### src/rtl/decode_issue_ctrl_pkg.sv
// Shared types and helpers for the 4-way decode issue controller.
package decode_issue_ctrl_pkg;

  localparam int DECODE_WAYS = 4;

  typedef enum logic [1:0] {
    ST_IDLE  = 2'd0,
    ST_RUN   = 2'd1,
    ST_STALL = 2'd2,
    ST_FLUSH = 2'd3
  } state_e;

  // Lane-valid mask with the lowest n lanes set.
  function automatic logic [DECODE_WAYS-1:0] thermo(input logic [2:0] n);
    logic [DECODE_WAYS-1:0] t;
    t = '0;
    for (int i = 0; i < DECODE_WAYS; i++) begin
      if (i < int'(n)) t[i] = 1'b1;
    end
    return t;
  endfunction

endpackage

### src/rtl/decode_perf_cnt.sv
// Performance counters for the decode issue controller (stall cycles, flush entries, issued instructions).
module decode_perf_cnt (
  input  logic        clk,
  input  logic        rst,
  input  logic        stall_cyc,
  input  logic        flush_entry,
  input  logic [2:0]  issue_n,
  output logic [31:0] stall_cnt,
  output logic [15:0] flush_cnt,
  output logic [31:0] issue_cnt
);

  always_ff @(posedge clk) begin
    if (rst) begin
      stall_cnt <= '0;
      flush_cnt <= '0;
      issue_cnt <= '0;
    end else begin
      if (stall_cyc)   stall_cnt <= stall_cnt + 32'd1;
      if (flush_entry) flush_cnt <= flush_cnt + 16'd1;
      issue_cnt <= issue_cnt + 32'(issue_n);
    end
  end

endmodule

### src/rtl/decode_issue_ctrl.sv
// Decode-stage issue sequencer: picks 0-4 entries per cycle and runs the post-redirect flush.
// Optional performance counters are enabled with `define DECODE_PERF_CNT_EN.
module decode_issue_ctrl
  import decode_issue_ctrl_pkg::*;
#(
  parameter int QUEUE_DEPTH  = 16,
  parameter int ROB_CNT_W    = 6,
  parameter int FLUSH_CYCLES = 2
) (
  input  logic                             Clk,
  input  logic                             Rest,
  input  logic [$clog2(QUEUE_DEPTH+1)-1:0] QueueCount,
  input  logic                             DispatchReady,
  input  logic [ROB_CNT_W-1:0]             RobFreeSlots,
  input  logic                             FlushReq,
  output logic [3:0]                       InInstPort,
  output logic [2:0]                       QueuePop,
  output logic                             QueueFlush,
  output logic                             DecodeStopS,
  output logic                             DecodeFlashS,
  output logic                             FlushBusy
`ifdef DECODE_PERF_CNT_EN
  ,
  output logic [31:0]                      PerfStallCyc,
  output logic [15:0]                      PerfFlushCnt,
  output logic [31:0]                      PerfIssueCnt
`endif
);

  localparam int FC_W = (FLUSH_CYCLES > 1) ? $clog2(FLUSH_CYCLES) : 1;

  state_e          state, state_nxt;
  logic [FC_W-1:0] flush_cnt, flush_cnt_nxt;
  logic            qflush_r;
  logic [2:0]      avail_n;
  logic [2:0]      issue_n;

  always_comb begin
    int unsigned m;
    m = 32'(DECODE_WAYS);
    if (32'(QueueCount) < m)   m = 32'(QueueCount);
    if (32'(RobFreeSlots) < m) m = 32'(RobFreeSlots);
    avail_n = 3'(m);
  end

  assign issue_n = (DispatchReady && (state != ST_FLUSH)) ? avail_n : 3'd0;

  // Reset masks the combinational lane controls so nothing issues while held.
  assign QueuePop     = Rest ? 3'd0 : issue_n;
  assign InInstPort   = thermo(QueuePop);
  assign DecodeStopS  = ~Rest & ~DispatchReady & (state != ST_FLUSH);
  assign QueueFlush   = qflush_r;
  assign DecodeFlashS = (state == ST_FLUSH);
  assign FlushBusy    = (state == ST_FLUSH);

  always_comb begin
    state_nxt     = state;
    flush_cnt_nxt = flush_cnt;
    if (FlushReq) begin
      state_nxt     = ST_FLUSH;
      flush_cnt_nxt = FC_W'(FLUSH_CYCLES - 1);
    end else if (state == ST_FLUSH) begin
      if (flush_cnt != '0) flush_cnt_nxt = flush_cnt - 1'b1;
      else                 state_nxt     = ST_IDLE;
    end else if (QueueCount == '0) begin
      state_nxt = ST_IDLE;
    end else if (issue_n == 3'd0) begin
      state_nxt = ST_STALL;
    end else begin
      state_nxt = ST_RUN;
    end
  end

  // QueueFlush follows every sampled redirect by one cycle.
  always_ff @(posedge Clk) begin
    if (Rest) begin
      state     <= ST_IDLE;
      flush_cnt <= '0;
      qflush_r  <= 1'b0;
    end else begin
      state     <= state_nxt;
      flush_cnt <= flush_cnt_nxt;
      qflush_r  <= FlushReq;
    end
  end

`ifdef DECODE_PERF_CNT_EN
  decode_perf_cnt u_perf (
    .clk         (Clk),
    .rst         (Rest),
    .stall_cyc   (state == ST_STALL),
    .flush_entry (FlushReq && (state != ST_FLUSH)),
    .issue_n     (QueuePop),
    .stall_cnt   (PerfStallCyc),
    .flush_cnt   (PerfFlushCnt),
    .issue_cnt   (PerfIssueCnt)
  );
`endif

endmodule

### config.mk
export PLATFORM = sky130hd
export DESIGN_NAME = decode_issue_ctrl
export DESIGN_NICKNAME = d
export VERILOG_FILES = /design/src/rtl/decode_issue_ctrl_pkg.sv /design/src/rtl/decode_perf_cnt.sv /design/src/rtl/decode_issue_ctrl.sv
export SDC_FILE = /design/constraint.sdc
export NUM_CORES = 1
export LEC_CHECK = 0
export ABC_AREA = 1
export CAP_MARGIN = 20
export CORE_AREA = 2 2 39 41
export DETAILED_ROUTE_END_ITERATION = 8
export DIE_AREA = 0 0 41 43
export GPL_ROUTABILITY_DRIVEN = 1
export GPL_TIMING_DRIVEN = 0
export PLACE_DENSITY = 0.74
export SYNTH_ARGS = -nofsm -noshare
export SYNTH_HDL_FRONTEND = slang
export SYNTH_HIERARCHICAL = 1
export SYNTH_SLANG_ARGS = --single-unit
### constraint.sdc
create_clock -name Clk -period 4.75 [get_ports Clk]
set_input_delay 0.7125 -clock Clk [delete_from_list [all_inputs] [get_ports Clk]]
set_output_delay 0.7125 -clock Clk [all_outputs]
set_load 0.01 [all_outputs]
==> key figures <==
Critical path
  • Cell chain of the critical path: clkdlybuf4s50_1 > nor3_2 > nand2_2 > ha_1 > nand2_1 > nand2_1 > nand2_1 > nand2_2 > nand2_1 > nand3_1 > a31oi_1 > clkdlybuf4s50_1
  • Data required, critical path: 4.04 ns
  • Highest fanout seen on the critical path: 5
  • Cell family contributing the most delay on the critical path: buffers and inverters
  • Critical path start-end classification: input port to output port
  • Worst r2r path cells: 7
  • Endpoint of the most critical register-to-register path: state[0]
  • Critical Path End Type: output port
  • Setup slack of the worst register-to-register path: 3.63 ns
  • Delay contributed by the slowest stage of the critical path: 0.57 ns
  • Library cell contributing the largest single delay on the critical path: sky130_fd_sc_hd__clkdlybuf4s50_1
  • Worst Path Arrival: 3.11 ns
  • Startpoint type of the worst setup path: input port
  • Worst path most repeated cell: sky130_fd_sc_hd__nand2_1
  • Crit path buffers/inverters: 2
  • Reg2Reg Launch Point: state[0]

Placement
  • RD Place Congestion: 0.667
  • DPL Wire Length: 843 um
  • Placed inst area: 737 um2
  • Port bufs: 25

Yosys
  • Distinct cell type count of the synthesized netlist: 22
  • Register area share after synthesis: 0.173
  • Top post-synthesis cells by area: sky130_fd_sc_hd__dfxtp_1, sky130_fd_sc_hd__nand2_1, sky130_fd_sc_hd__ha_1
  • Register bit total from synthesis: 4
  • Post-synthesis instance area: 463 um2
  • Async S/R FF share, synth: 0
  • Library cell with the highest instance count after synthesis: sky130_fd_sc_hd__nand2_1
  • Leading register cell type out of synthesis: sky130_fd_sc_hd__dfxtp_1
  • Synth cell count leaders: sky130_fd_sc_hd__nand2_1, sky130_fd_sc_hd__inv_1, sky130_fd_sc_hd__nand3_1, sky130_fd_sc_hd__nor2_1
  • Post-Synthesis Cells: 69
  • Largest area contributor in the synthesized netlist: sky130_fd_sc_hd__dfxtp_1
  • Average footprint of a synthesized cell: 6.71 um2
  • Share of Yosys cell area claimed by the top area cell type: 0.173
  • Yosys warning total: 6
  • Number of enable flip-flop cells after synthesis: 0

Clock network
  • Sinks on Clock Net: 4
  • Clk pin slew, worst setup/hold paths: 0.03 ns
  • Worst skew pair latency: 0.23 ns
  • H-tree levels: 1
  • # hold bufs at CTS: 0
  • Post-CTS resize count: 0
  • Maximum buffer depth of the clock tree: 2
  • Post CTS Setup Buffer Count: 0
  • CTS buffer count: 3
  • Clk root buf: sky130_fd_sc_hd__clkbuf_4
  • TritonCTS clock tree: done

Global routing
  • Antenna violations before repair: 0
  • Overall overflow remaining after global route: 0
  • Number of global-route vias before repair: 411
  • Pin count of the biggest net entering global routing: 8
  • First-pass GRT wire length: 1490 um
  • Total Routing Usage GR: 0.118

Floorplanning
  • Die boundary width: 41 um
  • Starting density of the core: 0.335
  • Placeable Area: 0.00138 mm2
  • Number of top-level pins: 26
  • Vertical die dimension: 43 um
  • Rows: 14
  • Full die area: 0.00176 mm2

Power
  • Leakage component of the power: 0.377 nW
  • Maximum resistive drop on vdd: 0.0652 mV
  • Power after layout: 0.000148 W
  • Pwr dens: 195 mW/mm2

STA
  • Hold Vio Cnt, Final: 0
  • Max-slew violation total from the final report: 0
  • Fin Setup TNS: 0 ns
  • Unrepaired setup endpoints after global routing: false
  • Top achievable clock speed: 262 MHz
  • Final-report setup violation count: 0
  • Fin crit period: 3.82 ns
  • Worst hold-check slack: 0.486 ns
  • Ratio of final minimum period to clock period: 0.804
  • Fin Clk Skew: 0.000306 ns

Hold path
  • Worst hold path cell count: 2
  • WHS Endpoint: flush_cnt
  • Min-delay worst type: flop to flop
  • Hold Path Origin: flush_cnt

Status
  • Result of the run: finished clean

Detailed routing
  • Detailed Route WL: 928 um
  • Post-route DRC: 0
  • Average wire per cell in the routed design: 8.14 um
  • Total number of vias: 504
  • Iter 0 DRT Violations: 1
  • Antenna violation net count after detailed routing: 0
  • Vias per std cell: 4.42
  • Number of iterations in the first detailed-routing pass: 3

Finish
  • Core Util, Final: 0.549
  • Inserted Diodes: 0
  • Register area: 80.1 um2
  • Fraction of layout instances using a drive strength above 1: 0.153
  • Cell area after layout: 759 um2
  • # nets final: 119
  • Count of fill cells added during filler insertion: 142
  • Multi-input gate area: 327 um2
  • Post-synthesis to final-layout area growth: 64.1%

Job
  • Number of max-cap violations: 0
-- state kept, by name, indices dropped and copies added (netlist names) --
signal	flops
QueueFlush	1
flush_cnt	1
state	2
-- report_power, final --
group          switching, W  leakage [nW]   total, W  internal [W]
combinational     0.0000320         0.330  0.0000690     0.0000370
sequential      0.000000903        0.0336  0.0000383     0.0000374
clock             0.0000128        0.0138  0.0000409     0.0000282
total             0.0000457         0.377   0.000148      0.000103
-- final cells by class --
| type | count | share of cell area |
|---|---|---|
| multi-input combinational | 52 | 0.430 |
| timing repair buffer | 25 | 0.329 |
| sequential | 4 | 0.105 |
| inverter | 12 | 0.0593 |
| clock buffer | 3 | 0.0297 |
| tap | 16 | 0.0264 |
| buffer | 2 | 0.0198 |
-- per-stage QoR --
step                setup slack [ns]  instances
finish                         0.930        114
floorplan                       1.94         70
CTS                            0.887        114
global placement               0.924        111
detailed placement             0.889        111
global route                   0.720        114
-- worst register-to-register path, delay by kind of cell, from the launching register on --
| family | cells | cell delay (ns) |
|---|---|---|
| buffers and inverters | 1 | 0.22 |
| DFF | 1 | 0.30 |
| and+or+nand+nor | 6 | 0.50 |
-- placed cells by master, fill, tap and decap left out, types with 2 or more instances in the layout --
cell type                         instances
sky130_fd_sc_hd__ha_1                     4
sky130_fd_sc_hd__a21oi_1                  2
sky130_fd_sc_hd__buf_4                    2
sky130_fd_sc_hd__nand2_1                 16
sky130_fd_sc_hd__conb_1                   2
sky130_fd_sc_hd__nand3_1                  5
sky130_fd_sc_hd__clkbuf_4                 3
sky130_fd_sc_hd__dfxtp_1                  4
sky130_fd_sc_hd__nand3_2                  3
sky130_fd_sc_hd__nand2_2                  2
sky130_fd_sc_hd__clkdlybuf4s50_1         25
sky130_fd_sc_hd__inv_1                   12
sky130_fd_sc_hd__o21ai_1                  2
sky130_fd_sc_hd__nor2_1                   5
sky130_fd_sc_hd__nand4_1                  2
-- worst max-delay path by stage --
stage	startpoint	to	depth (start not counted)
final	QueueCount[2]	InInstPort[0]	12
after global routing	QueueCount[2]	InInstPort[0]	12
after CTS	QueueCount[2]	InInstPort[0]	12
after detailed placement	QueueCount[2]	InInstPort[0]	12
after global placement	QueueCount[2]	InInstPort[2]	13
after floorplan	QueueCount[2]	InInstPort[2]	11
-- metal layers --
metal,up-vias,part of all wire,track usage
li1,276,-,-
met1,212,0.41,0.140
met2,16,0.53,0.203
met3,0,0.060,0
met4,0,0,0.0600
met5,-,0,0
-- cells by family after synthesis --
kind of cell / after synthesis / share of synthesized area
other: 1 / 0.00810
buffers and inverters: 14 / 0.130
adders and majority gates: 4 / 0.108
DFF: 4 / 0.173
AOI/OAI and AO/OA: 6 / 0.0730
and+or+nand+nor: 40 / 0.508
(Power assumes the default switching activity.)
==> patch, RTL diff (config.mk and constraints unchanged) <==
Change the parameter `ROB_CNT_W` from 6 to 3.
--- a/src/rtl/decode_issue_ctrl.sv
+++ b/src/rtl/decode_issue_ctrl.sv
@@ -4,7 +4,7 @@
   import decode_issue_ctrl_pkg::*;
 #(
   parameter int QUEUE_DEPTH  = 16,
-  parameter int ROB_CNT_W    = 6,
+  parameter int ROB_CNT_W    = 3,
   parameter int FLUSH_CYCLES = 2
 ) (
   input  logic                             Clk,
Interface: changed (resized RobFreeSlots); port bits go from 26 to 23. No check against the original RTL was run, so the function may have changed too.
==> patch against the original RTL <==
  * Wire length shrank 7.9%
  * Cell area shrank 9.4%
  * Largest cell class unchanged
  * Via count shrank 8.9%
  * Total power is 1.7% lower
  * Clock power up 6.4%
  * Global-route usage increased by 0.21 points
  * Maximum frequency rose by 1.8%
  * Worst setup slack better by 66 ps
  * Sequential cell count is the same
  * Synthesized area down 8.1%
==> patch: results <==
export IMPL_grt_pass1_vias=406
export IMPL_cell_internal_pwr_uw=99.1
export IMPL_synth_cell_types=18
export IMPL_grt_pass1_wl_mm=1.48
export IMPL_synth_seq_area_share_pct=18.8
export IMPL_m1WireLength_um=378
export IMPL_grtUsageMet2_pct=18.8
export IMPL_portBuffers=22
export IMPL_use_met3_pct=2.09
export IMPL_gp_congestion=0.756
export IMPL_grt_max_degree=7
export IMPL_clockRootBuffer="clkbuf_4"
export IMPL_synth_area_top_cells="dfxtp_1, inv_1, nand2_1"
export IMPL_hp_start="flush_cnt"
export IMPL_wl_met3_um=39
export IMPL_met1_usage_pct=14.1
export IMPL_largest_register="state"
export IMPL_drive_above_1_share_pct=19.5
export IMPL_place_ws_ps=987
export IMPL_wl_met2_um=423
export IMPL_synth_cells=62
export IMPL_fin_hold_ws_ps=501
export IMPL_peakVddDrop_uv=72.2
export IMPL_fin_cells=103
export IMPL_r2r_slack_ps=3610
export IMPL_grt_usage_pct=12.0
export IMPL_synth_area_leader_cell="dfxtp_1"
export IMPL_dpl_cell_count=100
export IMPL_skew_ps=8.24
export IMPL_hpwl_um=732
export IMPL_drt_iter0_drc=6
export IMPL_arrival_ps=3040
export IMPL_first_pass_iters=4
export IMPL_vias=459
export IMPL_wire_per_inst_um=8.30
export IMPL_setup_tns_final_ps=0
export IMPL_cellLeakagePower_nw=0.358
export IMPL_synth_commonest_cells="inv_1, nand2_1, nand3_1"
export IMPL_timing_rr_start="state[0]"
export IMPL_highest_signal_layer="met4"
export IMPL_slowest_delay_ps=520
export IMPL_outcome="complete, no violations"
export IMPL_clk_pin_slew_ps=40
export IMPL_place_area_um2=666
[patch: worst max path at each step]
stage	slack (ps)	startpoint	cells after the start	endpoint
3_5_place_dp	990	QueueCount[4]	13	InInstPort[0]
5_1_grt	790	QueueCount[4]	13	InInstPort[0]
4_1_cts	980	QueueCount[4]	13	InInstPort[0]
3_3_place_gp	1000	QueueCount[4]	13	InInstPort[0]
6_report	1000	QueueCount[4]	13	InInstPort[0]
2_1_floorplan	1970	QueueCount[4]	11	InInstPort[0]
[patch: area by class of cell]
| type | instances | area (µm²) |
|---|---|---|
| Buffer | 2 | 15.0 |
| Clock buffer | 3 | 22.5 |
| Fill cell | 152 | 696 |
| Inverter | 14 | 52.6 |
| Multi-Input combinational cell | 42 | 278 |
| Sequential cell | 4 | 80.1 |
| Tap cell | 16 | 20.0 |
| Timing Repair Buffer | 22 | 220 |
[patch: power by group through the flow]
stage	combinational, mW	clock [mW]	sequential [mW]
after global placement	0.0644	0	0.0379
after detailed placement	0.0653	0	0.0380
after global routing	0.0719	0.0459	0.0376
final	0.0648	0.0435	0.0375
after CTS	0.0654	0.0440	0.0375
after floorplan	0.0359	0	0.0381
[patch: cell families (layout without fill, tap and decap cells)]
group	after synthesis	after routing	synth area share, %
DFF	4	4	18.8
buffers and inverters	16	41	15.9
and+or+nand+nor	35	35	50.0
adders and majority gates	2	2	5.88
AOI/OAI and AO/OA	5	5	9.41
[patch: worst max-delay path: cells and delay by family]
family | cells | cell delay, ps
simple gates | 9 | 1020
buf+inv | 3 | 1020
fa+ha+maj | 1 | 280
